`config.mk`:
```
export PLATFORM = sky130hd
export DESIGN_NAME = imem_loader
export DESIGN_NICKNAME = d
export VERILOG_FILES = /design/src/rtl/imem_loader.sv
export SDC_FILE = /design/constraint.sdc
export NUM_CORES = 1
export LEC_CHECK = 0
export ABC_AREA = 1
export BUFFER_PORTS_ARGS = -buffer_cell sky130_fd_sc_hd__buf_2
export CAP_MARGIN = 30
export CORE_ASPECT_RATIO = 1.25
export CORE_UTILIZATION = 35
export DETAILED_ROUTE_END_ITERATION = 10
export GPL_TIMING_DRIVEN = 1
export PLACE_DENSITY_LB_ADDON = 0.3
export SLEW_MARGIN = 25
export SYNTH_ARGS = -nofsm -noshare
export SYNTH_HDL_FRONTEND = slang
export SYNTH_SLANG_ARGS = --single-unit
```
`constraint.sdc`:
```
create_clock -name clk -period 2 [get_ports clk]
set_input_delay 0.1 -clock clk [delete_from_list [all_inputs] [get_ports clk]]
set_output_delay 0.1 -clock clk [all_outputs]
set_load 0.005 [all_outputs]
```
`src/rtl/imem_loader.sv`:
```
// Boot-time instruction memory loader: framed byte stream (length, LE payload,
// XOR checksum) assembled into 32-bit word writes; holds the CPU until done.
module imem_loader #(
  parameter int MEM_BYTES = 4096,
  parameter int ADDR_W    = 12,
  parameter int BASE_ADDR = 0
) (
  input  logic              clk,
  input  logic              reset,
  input  logic              start,
  input  logic              in_valid,
  input  logic [7:0]        in_data,
  output logic              in_ready,
  output logic              mem_we,
  output logic [ADDR_W-1:0] mem_addr,
  output logic [31:0]       mem_wdata,
  output logic              cpu_hold,
  output logic              done,
  output logic              error,
  output logic [ADDR_W-2:0] words_loaded
);

  localparam logic [2:0] S_IDLE   = 3'd0;
  localparam logic [2:0] S_LEN_LO = 3'd1;
  localparam logic [2:0] S_LEN_HI = 3'd2;
  localparam logic [2:0] S_DATA   = 3'd3;
  localparam logic [2:0] S_CSUM   = 3'd4;
  localparam logic [2:0] S_DONE   = 3'd5;
  localparam logic [2:0] S_ERR    = 3'd6;

  localparam logic [31:0]       MAX_WORDS = 32'(MEM_BYTES / 4);
  localparam logic [ADDR_W-1:0] BASE      = ADDR_W'(BASE_ADDR);

  logic [2:0]        state_q, state_d;
  logic [15:0]       len_q, len_d;
  logic [1:0]        byte_idx_q, byte_idx_d;
  logic [7:0]        csum_q, csum_d;
  logic [23:0]       asm_q, asm_d;
  logic [ADDR_W-2:0] wl_q, wl_d;
  logic              mem_we_q, mem_we_d;
  logic [ADDR_W-1:0] mem_addr_q, mem_addr_d;
  logic [31:0]       mem_wdata_q, mem_wdata_d;
  logic [15:0]       len_full;

  assign len_full = {in_data, len_q[7:0]};

  always_comb begin
    state_d     = state_q;
    len_d       = len_q;
    byte_idx_d  = byte_idx_q;
    csum_d      = csum_q;
    asm_d       = asm_q;
    wl_d        = wl_q;
    mem_we_d    = 1'b0;
    mem_addr_d  = mem_addr_q;
    mem_wdata_d = mem_wdata_q;
    case (state_q)
      S_IDLE, S_DONE, S_ERR: begin
        if (start) begin
          state_d    = S_LEN_LO;
          wl_d       = '0;
          byte_idx_d = '0;
          csum_d     = '0;
        end
      end
      S_LEN_LO: begin
        if (in_valid) begin
          len_d   = {len_q[15:8], in_data};
          state_d = S_LEN_HI;
        end
      end
      S_LEN_HI: begin
        if (in_valid) begin
          len_d = len_full;
          if (len_full == 16'd0 || 32'(len_full) > MAX_WORDS) state_d = S_ERR;
          else                                                  state_d = S_DATA;
        end
      end
      S_DATA: begin
        if (in_valid) begin
          csum_d     = csum_q ^ in_data;
          byte_idx_d = byte_idx_q + 2'd1;
          case (byte_idx_q)
            2'd0: asm_d[7:0]   = in_data;
            2'd1: asm_d[15:8]  = in_data;
            2'd2: asm_d[23:16] = in_data;
            default: begin
              // Address uses the pre-increment count: it is this word's index.
              mem_we_d    = 1'b1;
              mem_wdata_d = {in_data, asm_q};
              mem_addr_d  = BASE + ADDR_W'({wl_q, 2'b00});
              wl_d        = wl_q + 1'b1;
              if (32'(wl_q) + 32'd1 == 32'(len_q)) state_d = S_CSUM;
            end
          endcase
        end
      end
      S_CSUM: begin
        if (in_valid) state_d = (in_data == csum_q) ? S_DONE : S_ERR;
      end
      default: state_d = S_IDLE;
    endcase
  end

  always_ff @(posedge clk) begin
    if (reset) begin
      state_q     <= S_IDLE;
      len_q       <= '0;
      byte_idx_q  <= '0;
      csum_q      <= '0;
      asm_q       <= '0;
      wl_q        <= '0;
      mem_we_q    <= 1'b0;
      mem_addr_q  <= '0;
      mem_wdata_q <= '0;
    end else begin
      state_q     <= state_d;
      len_q       <= len_d;
      byte_idx_q  <= byte_idx_d;
      csum_q      <= csum_d;
      asm_q       <= asm_d;
      wl_q        <= wl_d;
      mem_we_q    <= mem_we_d;
      mem_addr_q  <= mem_addr_d;
      mem_wdata_q <= mem_wdata_d;
    end
  end

  assign in_ready     = (state_q == S_LEN_LO) || (state_q == S_LEN_HI) ||
                        (state_q == S_DATA)   || (state_q == S_CSUM);
  assign mem_we       = mem_we_q;
  assign mem_addr     = mem_addr_q;
  assign mem_wdata    = mem_wdata_q;
  assign cpu_hold     = (state_q != S_DONE);
  assign done         = (state_q == S_DONE);
  assign error        = (state_q == S_ERR);
  assign words_loaded = wl_q;

endmodule

```
# After elaboration in Yosys (flattened, before gate mapping)
# Cells that the tools add are included.
[word_totals] regBits=107 in_bits=12 latch_bits=0 ramBits=0 romBits=0 memories=0 wordCells=84
[op_classes] n_mul=0 reduce_logical=20 add_sub_neg=3 muxes=24 order_cmp=1 div_mod_pow=0 eq_ne=18 n_bitwise=6 shifts=0
[op_table] cell="2-to-1 mux 11 bit" count=3
[op_table] cell="case mux 16 bit (2 select lines)" count=1
[op_table] cell="2-to-1 mux 3 bit" count=8
[op_table] cell="2-to-1 mux 8 bit" count=3
[op_table] cell="case mux 11 bit (2 select lines)" count=1
[op_table] cell="AND reduction 3 bit" count=7
[op_table] cell="equality test 12 x 16 -> 1 bit" count=1
[op_table] cell="> comparator 16 x 11 -> 1 bit (second input constant)" count=1
[op_table] cell="logical NOT 16 bit" count=1
[op_table] cell="2-to-1 mux 16 bit" count=1
[op_table] cell="case mux 8 bit (2 select lines)" count=1
[op_table] cell="case mux 3 bit (5 select lines)" count=1
[op_table] cell="inequality test 2 bit (second input constant)" count=7
[op_table] cell="adder 11 x 1 -> 12 bit (second input constant)" count=1
[op_table] cell="adder 11 x 1 -> 11 bit (second input constant)" count=1
[op_table] cell="equality test 3 bit (second input constant)" count=3
[op_table] cell="OR reduction 3 bit" count=3
[op_table] cell="equality test 8 bit" count=1
[op_table] cell="bitwise XOR 8 bit" count=1
[op_table] cell="AND reduction 7 bit" count=1
[op_table] cell="equality test 3 x 2 -> 1 bit (second input constant)" count=2
[op_table] cell="2-to-1 mux 2 bit" count=3
[op_table] cell="NOT 1 bit" count=5
[op_table] cell="logical OR 1 bit" count=4
[op_table] cell="11 further kinds" count=11

# Depth between registers and ports, before layout
# Gate-level depths: netlist of run 1.
[logic_depth] depth_word=6 depth_mapped=16 depth_no_buf=16

# Least setup slack after synthesis of run 1
# Ideal clock, no wire load.
[synth_path] path_type="register to register" from="reg wl_q[0], in the netlist words_loaded[0]" to="reg state_q[2]" t_required_ns=1.885 slack_ns=0.274 path_stages_with_launch=15 t_arrival_ns=1.611 setup_time_ns=0.115 synth_period_minus_slack_ns=1.726 path_buffers=0 path_cell_list="dfxtp_1 -> ha_1 -> nand3_1 -> nor2_2 -> nand3_1 -> nand2_1 -> nand2_1 -> nand2_1 -> nand2_1 -> nor2_1 -> nand2_1 -> nand2_2 -> nand3_1 -> nand2_1 -> nor2_1"
[synth_between] elab_chain_cells=4
[synth_rtl] item="from (decl)" line_no="39" source="logic [ADDR_W-2:0] wl_q, wl_d;"
[synth_rtl] item="from (signal assigned)" line_no="122" source="wl_q <= wl_d;"
[synth_rtl] item="adder 11 x 1 -> 12 bit" line_no="93" source="if (32'(wl_q) + 32'd1 == 32'(len_q)) state_d = S_CSUM;"
[synth_rtl] item="equality test 12 x 16 -> 1 bit" line_no="93"
[synth_rtl] item="inequality test 2 bit (no source line)"
[synth_rtl] item="AND reduction 7 bit (no source line)"
[synth_rtl] item="to (signal assigned)" line_no="117" source="state_q <= state_d;"
[synth_rtl] item="to (decl)" line_no="34" source="logic [2:0] state_q, state_d;"
# Every way passes these cells.
# A chain may end at the register's enable or synchronous reset.

# Final worst setup path of run 1
[layout_path] from="reg wl_q[1], in the netlist words_loaded[1]" to="reg state_q[1]"
# Same word-level chain as after synthesis.

==> results of run 1 <==
-- final cells by class --
type / instances / area (µm²) / share of cell area (%)
clock buffer: 13 / 260 / 4.66
inverter: 53 / 203 / 3.63
multi-input combinational: 454 / 2210 / 39.6
clock inverter: 3 / 46.3 / 0.829
tap: 168 / 210 / 3.76
sequential: 107 / 2150 / 38.5
timing repair buffer: 86 / 502 / 8.98
-- registers in the layout, summed over array words and instances, names as in the netlist --
name and count:
words_loaded 11, mem_wdata 32, asm_q 24, mem_addr 10, len_q 16, state_q 3, mem_we 1, csum_q 8
byte_idx_q 2
-- repair_timing --
action / CTS / global route
hold buffers: 0 / 0
gates resized for setup: 0 / 20
endpoints found under the setup margin: 0 / 28
-- metrics by stage --
step / hold WS (ns) / setup WS, ns / total power, mW
2_1_floorplan: 0.178 / 0.274 / 4.02
3_3_place_gp: 0.456 / 0.0910 / 4.58
3_5_place_dp: 0.466 / 0.0811 / 4.62
4_1_cts: 0.122 / 0.0668 / 6.43
5_1_grt: 0.120 / -0.0105 / 6.87
6_report: 0.125 / 0.149 / 6.44
-- placed cells by master (no fill, tap or decap), types with 2 or more instances in the layout --
cell type	instances
a211oi_2	2
xnor2_1	3
o21ai_0	82
clkbuf_16	9
nor3_1	4
dfxtp_2	5
o21ai_1	2
a211oi_1	10
ha_1	4
buf_12	2
inv_2	4
o211a_1	2
nand3b_1	3
nand3_2	2
buf_2	69
nor2_2	4
nand3_1	32
clkbuf_8	2
dfxtp_1	101
nand2_2	5
nand2_1	78
clkinv_1	3
nand4_1	8
xor2_1	5
conb_1	2
a21oi_1	52
clkbuf_1	2
inv_1	44
nor2_1	144
buf_4	14
nor4_1	2
nor2_4	3
-- Yosys cell counts (2+ instances only) --
cell,number
a211oi_1,10
a211oi_2,2
a21oi_1,52
buf_1,4
buf_4,7
buf_6,2
clkbuf_1,21
clkinv_1,3
dfxtp_1,107
ha_1,5
inv_1,45
inv_2,4
nand2_1,80
nand2_2,3
nand3_1,34
nand3b_1,3
nand4_1,8
nor2_1,145
nor2_2,3
nor2_4,2
nor3_1,4
nor4_1,2
o211a_1,2
o21ai_0,84
xnor2_1,3
xor2_1,5
-- worst max-delay path: stages, from the launching register on --
cell and delay (ns):
dfxtp_2 0.35, buf_4 0.15, nand2_2 0.08, nor2_4 0.21, nand3_1 0.12, nand3_1 0.10
nand2_1 0.05, nor2_1 0.11, nand2_1 0.06, nor2_1 0.09, nand2_1 0.10, nand2_2 0.12
nand3_1 0.09, nand2_1 0.07, nor2_1 0.05
-- layer usage --
metal	vias to the layer above	global-route usage, %	part of all wire [%]
met4	0	6.81	2.2
met3	20	3.67	4.5
met5	-	0	0
li1	2230	-	-
met2	125	32.2	49
met1	2014	22.0	44
-- worst max path at each step --
stage	to	slack, ns	depth (start not counted)
floorplan	state_q[2]$_SDFFE_PP0P_	0.27	14
global placement	mem_addr[3]$_SDFFE_PP0P_	0.09	10
detailed placement	mem_addr[3]$_SDFFE_PP0P_	0.08	10
CTS	mem_addr[3]$_SDFFE_PP0P_	0.07	10
global route	state_q[1]$_SDFFE_PP0P_	-0.01	14
finish	state_q[1]$_SDFFE_PP0P_	0.15	14
-- cells by family after synthesis --
group	after synthesis	share of synthesized area, %
adders and majority gates	5	1.34
and+or+nand+nor	286	25.7
DFF	107	45.7
xor gates and xnor gates	8	1.50
AOI/OAI and AO/OA	152	17.6
other	1	0.0801
buffers and inverters	88	8.01
-- power by group through the flow --
stage,Sequential (mW),Combinational (mW),Clock [mW]
5_1_grt,2.67,2.25,1.95
2_1_floorplan,2.63,1.39,0
4_1_cts,2.61,1.98,1.84
6_report,2.63,2.01,1.80
3_3_place_gp,2.65,1.93,0
3_5_place_dp,2.66,1.96,0
==> impl_metrics.ini, run 1 <==
[place]
portBuffers = 69
dpl_cell_area_um2 = 5220
post-place-cells = 867
place_hpwl_mm = 8.83
gp_congestion = 0.905

[sta]
min_period_ns = 1.85
hold_violations = 0
post-route-period-util_pct = 92.6
finalSetupViolations = 0
rsz0062_at_grt = true
slew_violations = 0
skew_ns = 0.00871
tns_ns = 0
max_freq_ghz = 0.540

[cells_and_area]
final-instance-count-excl-fill = 884
design_area_um2 = 5590
n_fill_cell = 1371
syn2layout_area_growth_pct = 19.2
utilization_pct = 43.3
diodes = 0
drive_gt1_share_pct = 18.4
nets = 728

[route]
postRouteAntennaNets = 0
drt_iter0_markers = 263
drt-total-wl_mm = 12.4
drc = 0
drt_first_pass_iters = 5
viasPerCell = 4.96
wl_per_cell_um = 14.0
vias = 4389

[clock_network]
htreeDepth = 3
clock-sinks = 107
clockRootBuffer = clkbuf_16
clk_latency_ns = 0.34
cts_buffers = 9
path_clk_slew_ns = 0.07
cts_setup_buffers = 0
cts_tree = done
cts_buffer_depth = 2

[global_routing]
grt_pass1_wl_mm = 20.3
grt_max_degree = 70
antenna_found_initial = 0
grt_util_all_layers_pct = 18.4
grt_overflow = 0
grt_pass1_vias = 4126

[worst_setup_path]
r2r_slack_ns = 0.15
path_class = register to register
r2r_end = state_q[1]$_SDFFE_PP0P_
r2r-start = words_loaded[1]$_SDFFE_PP0P_
end_kind = register
rr_worst_depth = 14
cp.arrival_ns = 2.09
setup.worst_path.start_class = register
cp_max_fo = 5
cp_data_required_time_ns = 2.23
crit_start = words_loaded[1]$_SDFFE_PP0P_

[die]
initial_core_util_pct = 36.3
io-pin-count = 72
core_area_um2 = 12900
fp-row-count = 46
die_area_um2 = 13900
die_y_um = 131
die_w_um = 105

[power]
peakVddDrop_mv = 0.499
leakagePower_nw = 2.42
seqPwrFrac_pct = 40.9
clockPowerShare_pct = 28.0
power.net_switching_mw = 2.28
combinationalPowerShare_pct = 31.1
swShare_pct = 35.4
internal_power_mw = 4.16
p_per_area_nw_per_um2 = 1150

[synth]
seq_area_frac_synth_pct = 45.7
netlist_area_um2 = 4680
avgSynthCellArea_um2 = 7.24
synth_area_leaders = dfxtp_1 46%, nor2_1 12%, o21ai_0 9.0%
synthDistinctLibCells = 33
yosys_warnings = 0
syn_inst = 647
synth_top_area_share_pct = 45.7
synth-edff-count = 0
ys_ff_latch = 107
async_flop_share_pct = 0
synthFlopType = dfxtp_1
synth_top_area_cell = dfxtp_1

[status]
run_status = complete, no violations

[worst_hold_path]
min_from = in_data[2]
hold_class = primary input to register
hold_depth = 3
whs_endpoint = len_q[2]$_SDFFE_PP0P_

[job]
drv_cap = 0
Power figures use the tool's default switching activity.
==> run 2: changes to the inputs <==
==> constraint.sdc (replaced) <==
create_clock -name clk -period 2 [get_ports clk]
set_input_delay 0.4 -clock clk [delete_from_list [all_inputs] [get_ports clk]]
set_output_delay 0.4 -clock clk [all_outputs]
set_load 0.005 [all_outputs]
==> impl_metrics.ini, run 2 (synthesis gave the netlist of run 1 again) <==
[die]
fp-row-count = 46
die_y_um = 131
initial_core_util_pct = 36.3
die_w_um = 105
core_area_um2 = 12900
io-pin-count = 72
die_area_um2 = 13900

[clock_network]
cts_buffer_depth = 2
htreeDepth = 3
clockRootBuffer = clkbuf_16
path_clk_slew_ns = 0.08
hold_buffers = 0
cts_buffers = 9
cts_tree = done
clk_latency_ns = 0.35
clock-sinks = 107

[worst_setup_path]
critPathSlowestCell = dfxtp_1
rr_worst_depth = 15
crit_cells = 15
cp.buffers_inverters = 3
r2r-start = words_loaded[0]$_SDFFE_PP0P_
cp_data_required_time_ns = 2.24
path_delay_family = simple AND/OR/NAND/NOR gates
crit_start = words_loaded[0]$_SDFFE_PP0P_
cp_max_fo = 8
r2r_end = state_q[1]$_SDFFE_PP0P_
crit_chain = buf_4 > inv_1 > nor2_4 > buf_4 > nand2_1 > nand3_1 > nand2_1 > nor2_1 > nand2_1 > nor2_1 > nand2_1 > nand2_2 > nand3_1 > nand2_1 > nor2_1
crit_end = state_q[1]$_SDFFE_PP0P_
path_class = register to register
critPathMaxStageDelay_ns = 0.39
cp.arrival_ns = 2.13
crit_top_cell = nand2_1
r2r_slack_ns = 0.11
setup.worst_path.start_class = register
end_kind = register

[cells_and_area]
multiInputGateArea_um2 = 2200
nets = 727
regArea_um2 = 2150
drive_gt1_share_pct = 17.6
n_fill_cell = 1347
utilization_pct = 43.3
final_common_cell = nor2_1
design_area_um2 = 5580
final-instance-count-excl-fill = 883
layout_common_cells = 145 x nor2_1, 104 x dfxtp_1, 83 x o21ai_0
largest_reg_flops = 32
syn2layout_area_growth_pct = 19.2
diodes = 0

[power]
swShare_pct = 35.6
combinationalPowerShare_pct = 29.8
leakagePower_nw = 2.45
clockPowerShare_pct = 29.9
internal_power_mw = 4.21
finalPower_mw = 6.54
peakVddDrop_mv = 0.362
power.net_switching_mw = 2.33
p_per_area_nw_per_um2 = 1170
seqPwrFrac_pct = 40.3

[sta]
post-route-period-util_pct = 94.4
tns_ns = 0
min_period_ns = 1.89
tightestPinTransition_ns = 0.510
layout_setup_ws_ns = 0.112
finalSetupViolations = 0
skew_ns = 0.00998
slew_headroom_pct = 65.7
max_freq_ghz = 0.530
slew_violations = 0
holdWs_ns = 0.408
hold_violations = 0

[route]
drc = 0
viasPerCell = 4.83
vias = 4266
wl_per_cell_um = 13.8
drt-total-wl_mm = 12.2
postRouteAntennaNets = 0
drt_first_pass_iters = 4
drt_iter0_markers = 249

[global_routing]
antenna_found_initial = 0
grt_overflow = 0
grt_util_all_layers_pct = 18.2
grt_max_degree = 86
grt_pass1_wl_mm = 20.1
grt_pass1_vias = 4150

[place]
dpl_cell_area_um2 = 5210
place_hpwl_mm = 8.75
place_ws_ns = -0.0233
gp_congestion = 0.887
post-place-cells = 865
portBuffers = 69

[status]
run_status = complete, no violations

[job]
drv_cap = 0

[worst_hold_path]
hold_class = primary input to register
hold_depth = 4
-- run 2: routing by layer --
metal | GRT usage [%] | share of wire (%) | routed length [µm] | vias to the layer above
met3 | 3.08 | 3.5 | 428 | 18
met4 | 7.51 | 2.4 | 289 | 0
met1 | 22.3 | 46 | 5630 | 1932
met2 | 31.2 | 48 | 5880 | 91
li1 | - | - | - | 2225
met5 | 0 | 0 | 0 | -
-- run 2: worst register-to-register path: stages, from the launching register on --
cell and delay, ns:
dfxtp_1 0.39, buf_4 0.16, inv_1 0.08, nor2_4 0.17
buf_4 0.14, nand2_1 0.05, nand3_1 0.07, nand2_1 0.05
nor2_1 0.11, nand2_1 0.06, nor2_1 0.08, nand2_1 0.09
nand2_2 0.11, nand3_1 0.08, nand2_1 0.09, nor2_1 0.05
-- run 2: repair_timing --
item	in CTS	in global routing
gates resized for setup	1	9
pin swaps	0	2
setup endpoints to repair	1	43
setup buffers	0	2
-- run 2: final cells by class --
| class | count | area share, % |
|---|---|---|
| Tap cell | 168 | 3.76 |
| Clock buffer | 9 | 4.03 |
| Multi-Input combinational cell | 453 | 39.4 |
| Clock inverter | 7 | 1.88 |
| Inverter | 53 | 3.61 |
| Sequential cell | 107 | 38.4 |
| Timing Repair Buffer | 86 | 8.92 |
-- run 2: worst min-delay path by stage --
stage	startpoint	endpoint	slack (ns)
2_1_floorplan	asm_q[0]$_SDFFE_PP0P_	asm_q[0]$_SDFFE_PP0P_	0.45
3_3_place_gp	mem_wdata[18]$_SDFFE_PP0P_	mem_wdata[18]$_SDFFE_PP0P_	0.46
3_5_place_dp	mem_wdata[18]$_SDFFE_PP0P_	mem_wdata[18]$_SDFFE_PP0P_	0.47
4_1_cts	in_data[1]	csum_q[1]$_SDFFE_PP0P_	0.39
5_1_grt	in_data[4]	len_q[12]$_SDFFE_PP0P_	0.43
6_report	in_data[1]	csum_q[1]$_SDFFE_PP0P_	0.41
-- run 2: power groups by stage --
stage	logic (mW)	registers [mW]	clock network (mW)
finish	1.95	2.63	1.96
global route	2.20	2.67	2.09
detailed placement	1.93	2.67	0
global placement	1.90	2.66	0
CTS	1.94	2.63	2.00
floorplan	1.39	2.63	0
==> run 3: changes to the inputs <==
Clock period 2 ns to 2.3 ns, I/O delays scaled along.
==> impl_metrics.ini, run 3 (synthesis gave the netlist of run 1 again) <==
[status]
run_status = complete, no violations

[worst_setup_path]
path_class = register to output port
r2r-start = state_q[2]$_SDFFE_PP0P_
critPathSlowestCell = dfxtp_1
cp_max_fo = 12
path_delay_family = buffers and inverters
crit_chain = nor2_2 > inv_2 > nor2_1 > inv_1 > nand4_1 > buf_2
cp.buffers_inverters = 3
cp.arrival_ns = 1.71
rr_worst_depth = 11
end_kind = output port
r2r_slack_ns = 0.34
cp_data_required_time_ns = 1.84
critPathMaxStageDelay_ns = 0.45
r2r_end = state_q[0]$_SDFFE_PP0P_
setup.worst_path.start_class = register

[route]
drc = 0
drt_first_pass_iters = 5
postRouteAntennaNets = 0
viasPerCell = 4.96
drt-total-wl_mm = 11.9
drt_iter0_markers = 274
vias = 4327
wl_per_cell_um = 13.6

[sta]
slew_violations = 0
skew_ns = 0.00850
holdWs_ns = 0.477
rsz0062_at_grt = false
tns_ns = 0
finalSetupViolations = 0
max_freq_ghz = 0.461
min_period_ns = 2.17
slew_headroom_pct = 46.7
hold_violations = 0
post-route-period-util_pct = 94.4
tightestPinTransition_ns = 0.799

[global_routing]
antenna_found_initial = 0
grt_overflow = 0
grt_max_degree = 84
grt_util_all_layers_pct = 17.7
grt_pass1_vias = 4137
grt_pass1_wl_mm = 19.6

[power]
leakagePower_nw = 2.37
p_per_area_nw_per_um2 = 986
finalPower_mw = 5.36
peakVddDrop_mv = 0.430

[die]
core_area_um2 = 12900
die_y_um = 131
io-pin-count = 72
initial_core_util_pct = 36.3
fp-row-count = 46
die_w_um = 105
die_area_um2 = 13900

[worst_hold_path]
min_from = mem_wdata[15]$_SDFFE_PP0P_
hold_class = register to register
hold_depth = 2
whs_endpoint = mem_wdata[15]$_SDFFE_PP0P_

[cells_and_area]
final_common_cell = nor2_1
drive_gt1_share_pct = 15.6
layout_common_cells = 145 x nor2_1, 107 x dfxtp_1, 84 x o21ai_0
largest_reg_flops = 32
final-instance-count-excl-fill = 873
syn2layout_area_growth_pct = 16.1
nets = 717
utilization_pct = 42.2
diodes = 0

[place]
gp_congestion = 0.927
post-place-cells = 857
place_hpwl_mm = 8.45
portBuffers = 69

[clock_network]
cts_setup_buffers = 0
cts_tree = done
cts_buffer_depth = 2
htreeDepth = 3
path_clk_slew_ns = 0.07
ctsResizeCount = 0
clock-sinks = 107
clockRootBuffer = clkbuf_16
cts_buffers = 9
clk_latency_ns = 0.34
hold_buffers = 0

[job]
drv_cap = 0
-- run 3: stage by stage --
stage / instance area (µm²) / setup WS (ns)
floorplan: 4690 / 0.574
global placement: 5150 / 0.472
detailed placement: 5150 / 0.395
CTS: 5440 / 0.167
global route: 5440 / 0.00408
finish: 5440 / 0.130
-- run 3: worst max-delay path by stage --
stage | start | endpoint | depth (start not counted)
6_report | state_q[2]$_SDFFE_PP0P_ | in_ready | 6
5_1_grt | state_q[2]$_SDFFE_PP0P_ | in_ready | 6
4_1_cts | state_q[2]$_SDFFE_PP0P_ | in_ready | 6
3_5_place_dp | state_q[1]$_SDFFE_PP0P_ | words_loaded[10]$_SDFFE_PP0P_ | 10
3_3_place_gp | state_q[2]$_SDFFE_PP0P_ | state_q[1]$_SDFFE_PP0P_ | 11
2_1_floorplan | words_loaded[0]$_SDFFE_PP0P_ | state_q[2]$_SDFFE_PP0P_ | 14
-- run 3: per-layer routing --
| metal | vias up | wire (µm) | track usage, % |
|---|---|---|---|
| met1 | 1977 | 5200 | 21.0 |
| met5 | - | 0 | 0 |
| met2 | 125 | 5750 | 30.0 |
| li1 | 2207 | - | - |
| met4 | 0 | 272 | 7.59 |
| met3 | 18 | 672 | 4.37 |
-- run 3: worst reg2reg max path, delay by kind of cell, from the launching register on --
family / cells / cell delay (ns)
buffers and inverters: 3 / 0.39
flip-flops: 1 / 0.45
AND/OR/NAND/NOR: 8 / 1.02
-- run 3: cell type report --
type	instances	area [µm²]
sequential	107	2140
clock inverter	5	36.3
inverter	53	201
timing repair buffer	76	423
clock buffer	11	253
fill	1383	7460
tap	168	210
multi-input combinational	453	2170
-- run 3: where the power goes --
group	internal [mW]	switching, mW	leakage [nW]	total [mW]
Combinational	0.540	1.02	1.36	1.56
Sequential	2.07	0.243	0.866	2.31
Clock	0.798	0.690	0.146	1.49
